[src/rtl/seq_divider.sv]
// seq_divider: restoring unsigned divider, one quotient bit per clock under start/busy/done
module seq_divider #(
  parameter int N = 4
) (
  input  logic           clk,
  input  logic           rst_n,
  input  logic           start,
  input  logic [2*N-1:0] i,
  output logic [2*N-1:0] o,
  output logic           carry,
  output logic           busy,
  output logic           done
);
  localparam int CW = $clog2(N + 1);
  typedef enum logic [1:0] {S_IDLE, S_RUN, S_DONE} state_t;
  state_t state, nxt;
  logic [N:0] rem, rn;
  logic [N-1:0] quo, qn, yd, x, y;
  logic [CW-1:0] cnt;
  logic [N+1:0] sh;
  logic ge, last;
  assign x = i[N-1:0];
  assign y = i[2*N-1:N];
  // shifted partial remainder carries one extra bit so the compare cannot overflow
  assign sh = {rem, quo[N-1]};
  assign ge = sh >= {2'b0, yd};
  assign rn = ge ? (N+1)'(sh - {2'b0, yd}) : sh[N:0];
  assign qn = {quo[N-2:0], ge};
  assign last = cnt == CW'(1);
  always_ff @(posedge clk or negedge rst_n)
    if (!rst_n) state <= S_IDLE;
    else state <= nxt;
  always_comb begin
    nxt = state == S_IDLE ? (start ? (y == '0 ? S_DONE : S_RUN) : S_IDLE) :
          state == S_RUN  ? (last ? S_DONE : S_RUN) : S_IDLE;
  end
  always_comb begin
    busy = state != S_IDLE;
    done = state == S_DONE;
  end
  always_ff @(posedge clk or negedge rst_n)
    if (!rst_n) begin
      rem   <= '0;
      quo   <= '0;
      yd    <= '0;
      cnt   <= '0;
      o     <= '0;
      carry <= 1'b0;
    end else if (state == S_IDLE && start) begin
      rem <= '0;
      quo <= x;
      yd  <= y;
      cnt <= CW'(N);
      if (y == '0) begin
        o     <= {x, {N{1'b1}}};
        carry <= 1'b1;
      end
    end else if (state == S_RUN) begin
      rem <= rn;
      quo <= qn;
      cnt <= cnt - 1'b1;
      if (last) begin
        o     <= {rn[N-1:0], qn};
        carry <= 1'b0;
      end
    end
endmodule

[config.mk]
export PLATFORM = sky130hd
export DESIGN_NAME = seq_divider
export DESIGN_NICKNAME = d
export VERILOG_FILES = /design/src/rtl/seq_divider.sv
export SDC_FILE = /design/constraint.sdc
export NUM_CORES = 1
export LEC_CHECK = 0
export CAP_MARGIN = 20
export CORE_ASPECT_RATIO = 0.9
export CORE_MARGIN = 3
export CORE_UTILIZATION = 29
export CTS_CLUSTER_DIAMETER = 60
export DETAILED_ROUTE_END_ITERATION = 10
export PLACE_DENSITY = 0.58
export SLEW_MARGIN = 5
export SYNTH_ARGS = -nofsm -noshare
export SYNTH_HDL_FRONTEND = slang
export SYNTH_SLANG_ARGS = --single-unit
[constraint.sdc]
create_clock -name clk -period 3.4 [get_ports clk]
set_clock_uncertainty 0.1 [all_clocks]
set_input_delay 0.51 -clock clk [delete_from_list [all_inputs] [get_ports clk]]
set_output_delay 0.51 -clock clk [all_outputs]
set_load 0.1 [all_outputs]
# Word-level counts from Yosys, hierarchy flattened
# Cells that the tools add are included.
[totals] ff_bits=27 in_bits=11 word_cells=41
[op_classes] n_addsub=2 order_cmp=1 n_eq_ne=4 mux=20 reduce_logical=7
[op_table] operator="two-way mux 8 bit" n=4
[op_table] operator="two-way mux 5 bit" n=3
[op_table] operator="two-way mux 2 bit" n=5
[op_table] operator="two-way mux 4 bit" n=2
[op_table] operator="greater-or-equal comparator 6 x 4 -> 1 bit" n=1
[op_table] operator="two-way mux 3 bit" n=2
[op_table] operator="nonzero test 2 bit" n=3
[op_table] operator="subtractor 5 x 4 -> 5 bit" n=1
[op_table] operator="logical NOT 4 bit" n=1
[op_table] operator="two-way mux 1 bit" n=4
[op_table] operator="== test 3 x 1 -> 1 bit, second input constant" n=1
[op_table] operator="AND reduction 3 bit" n=1
[op_table] operator="subtractor 3 x 1 -> 3 bit, second input constant" n=1
[op_table] operator="== test 2 x 1 -> 1 bit, second input constant" n=1
[op_table] operator="== test 2 bit, second input constant" n=1
[op_table] operator="logical NOT 2 bit" n=1
[op_table] operator="inequality test 2 x 1 -> 1 bit, second input constant" n=1
[op_table] operator="logical AND 1 bit" n=1

# Logic depth before layout (Yosys ltp)
[logic_depth] word_depth=5 mapped_depth=9

# Worst setup path before layout
# No wires, ideal clock.
[synth_path] kind="reg2out" start="reg state[0]" end="out done" arrival_time_ns=1.750 required_ns=2.790 setup_slack_ns=1.040 path_stages_with_launch=2 path_buffers=0 path_cell_list="dfrtp_1 > nor2b_1"
[synth_via] elab_chain_cells=1
[synth_lines] element="from (decl)" line_no="16" text="state_t state, nxt;"
[synth_lines] element="from (signal assigned)" line_no="32" text="else state <= nxt;"
[synth_lines] element="== test 2 bit" line_no="39" text="done = state == S_DONE;"
[synth_lines] element="to (decl)" line_no="12" text="output logic done"
# No other way between the ends.

# Worst setup path in the final report
[layout_path] start="reg quo[3]" end="reg o[5]"
[layout_via] elab_chain_cells=5
[layout_lines] element="from (decl)" line_no="18" text="logic [N-1:0] quo, qn, yd, x, y;"
[layout_lines] element="from (signal assigned)" line_no="60" text="quo <= qn;"
[layout_lines] element="subtractor 5 x 4 -> 5 bit / greater-or-equal comparator 6 x 4 -> 1 bit (equally long branches)" line_no="27, 26"
[layout_lines] element="two-way mux 5 bit *" line_no="27" text="assign rn = ge ? (N+1)'(sh - {2'b0, yd}) : sh[N:0];"
[layout_lines] element="two-way mux 8 bit *" line_no="62" text="if (last) begin"
[layout_lines] element="two-way mux 8 bit *" line_no="58" text="end else if (state == S_RUN) begin"
[layout_lines] element="two-way mux 8 bit *" line_no="49" text="end else if (state == S_IDLE && start) begin"
[layout_lines] element="to (signal assigned)" line_no="55" text="o <= {x, {N{1'b1}}};"
[layout_lines] element="to (signal assigned)" line_no="63" text="o <= {rn[N-1:0], qn};"
[layout_lines] element="to (decl)" line_no="9" text="output logic [2*N-1:0] o,"
# Every way passes the cells marked *; elsewhere a longest branch is shown, timed or not. The select of a mux whose other input is x is not followed.
# A chain may end at the register's enable or synchronous reset.

==> metrics.csv <==
stage;metric;value;unit
sta;post-layout minimum cycle time;2440;ps
cts;htree depth;1;
placement;Port Buffer Count;21;
setup_path;chain of cells forming the critical path;inv_1 -> ha_1 -> inv_1 -> fa_1 -> a21oi_2 -> o211ai_4 -> mux2i_1 -> a21oi_1 -> mux2_2;
global_routing;number of global-route vias before repair;1154;
placement;dpl ws;925;ps
setup_path;largest stage delay on the critical path;410;ps
synthesis;Post-synth EDFFs;0;
run;maxcap violations;0;
detailed_routing;routed vias/inst;4.77;
worst_hold_path;Hold/Removal Path Class;flip-flop to flip-flop;
sta;final worst slack;960;ps
setup_path;crit path launch type;flip-flop;
setup_path;critical path capture point type;flip-flop;
finish;most common cell after layout, fill and taps aside;dfrtp_1;
placement;GP Congestion;0.808;
setup_path;Slowest cell on crit path;fa_1;
detailed_routing;DR WL/cell;13.3;µm
setup_path;worst-path fanout max;10;
sta;part of the cycle the worst path needs;0.718;
setup_path;CP Class;flip-flop to flip-flop;
detailed_routing;Post-DRT Antenna Nets;0;
detailed_routing;DRC;0;
synthesis;Post-Syn Area per Cell;9.77;µm²
finish;most frequent cells in the layout;27 x dfrtp_1, 23 x nand2_1, 19 x clkdlybuf4s50_1;
synthesis;post-synth cell types;36;
floorplan;overall die area;5610;µm²
finish;utilization after layout;0.377;
setup_path;Worst EP arrival;2500;ps
global_routing;pin count of the biggest net entering global routing;28;
synthesis;Yosys top cell by area;dfrtp_1;
global_routing;All-Layer GR Usage;0.119;
detailed_routing;via count;1082;
synthesis;post-synthesis cell count;141;
synthesis;Net Count, Synth;159;
floorplan;Site Rows;23;
detailed_routing;starting DRC count in detailed routing;86;
floorplan;Die Span Y;71.4;µm
floorplan;Initial Util;0.305;
cts;CTS resizes;0;
synthesis;post-synthesis sequential area ratio;0.490;
sta;setup violators final;0;
cts;CTS tree;done;
global_routing;initial antenna violation count;0;
sta;Max Freq;410;MHz
detailed_routing;Routed WL;3.03;mm
finish;nets@finish;184;
cts;# Post-CTS Setup Buffers;0;
finish;number of antenna diodes;0;
global_routing;total grt overflow;0;
sta;Hold Vio Cnt, Final;0;
sta;RSZ-0062 raised after global routing;no;
finish;layout cells sized above 1;0.109;
cts;CTS Buf Count;3;
sta;fin. max-slew vios;0;
sta;Setup Total Neg Slack;0;ps
sta;Relative slew margins;0.349;
setup_path;CP dominant cell by count;inv_1;
status;status;complete, no violations;
setup_path;Buf+Inv Stages, Crit Path;2;
placement;Post-DP HPWL;2.28;mm
floorplan;die width;78.7;µm
synthesis;ys flop type;dfrtp_1;
global_routing;global-route wire length before repair;5.40;mm
synthesis;Synth Cell Area;1380;µm²
sta;Slew @ Worst Pin;974;ps
finish;area grow syn2layout;23.6;%
cts;Clock Latency Late Sink;270;ps
cts;clk buf depth;2;
setup_path;critical path's top delay family;multiplexers;
cts;Clk pin slew, worst setup/hold paths;90;ps
floorplan;total core area;4520;µm²
floorplan;Top Ports;22;
cts;CTS Sinks;27;
cts;# hold bufs at CTS;0;
cts;root buffer cell;clkbuf_8;
synthesis;top-area cell type share of the netlist area;0.490;
synthesis;Synth Warn #;0;
synthesis;top cells by area, synth;dfrtp_1 49%, nand2_1 6.3%, ha_1 5.4%;
synthesis;Yosys reg bits;27;
synthesis;ys async rst share;1.00;
detailed_routing;number of detailed-route iterations in the first pass;4;
setup_path;Worst Path Required;3460;ps
-- state kept, by name (all words and copies together) (netlist names) --
| signal | flops |
|---|---|
| carry | 1 |
| cnt | 3 |
| o | 8 |
| quo | 4 |
| rem | 5 |
| state | 2 |
| yd | 4 |
-- cell usage after synthesis, drive strengths merged, types with 3 or more instances --
cell   number
nand3       5
o22a        3
a21oi       8
dfrtp      27
ha          6
inv        11
nor2       12
mux2        3
nor2b       3
o21ai      13
nand2      24
-- tightest hold or removal path, stage by stage, from the launching register on --
cell and delay (ps):
dfrtp_1 360, nand2_1 50, nand2_1 50
-- final timing paths --
path | endpoint | slack, ps | from | cells after the start
worst min register to register | carry | 390 | carry | 2
min in group asynchronous | o[0] | 500 | rst_n | 2
worst max-delay path | o[5] | 960 | quo[3] | 9
worst min-delay path | carry | 390 | carry | 2
max in group asynchronous | o[1] | 2430 | rst_n | 2
worst max register to register | o[5] | 960 | quo[3] | 9
-- metal layers --
layer	part of all wire	track usage	wire length, µm	vias to the layer above
met4	0.0069	0.0233	21	0
met1	0.45	0.153	1360	534
met5	0	0	0	-
met3	0.037	0.0289	112	5
li1	-	-	-	528
met2	0.51	0.205	1530	15
-- cell type report --
cell class | count | area [µm²]
clock buffer | 4 | 45.0
fill | 477 | 2820
inverter | 11 | 41.3
multi-input combinational | 99 | 636
sequential | 27 | 676
tap | 62 | 77.6
timing repair buffer | 24 | 228
-- cell families (layout without fill, tap and decap cells) --
logic type,Yosys count,after routing,share of synthesized area
AND/OR/NAND/NOR,51,51,0.170
flip-flops,27,27,0.490
adder cells (fa/ha/maj),7,7,0.0690
buffers and inverters,15,39,0.0481
multiplexers,5,5,0.0445
AO/OA/AOI/OAI,34,34,0.165
XOR/XNOR,2,2,0.0127
-- through the flow --
| step | cells | area (µm²) | hold slack (ps) |
|---|---|---|---|
| finish | 227 | 1700 | 390 |
| global route | 227 | 1700 | 432 |
| CTS | 227 | 1700 | 395 |
| detailed placement | 223 | 1660 | 373 |
| global placement | 223 | 1660 | 384 |
| floorplan | 141 | 1380 | 114 |
Power is left out: the tool's default activity adds up to more than one toggle a clock period on the data nets, which glitch-free logic cannot reach.
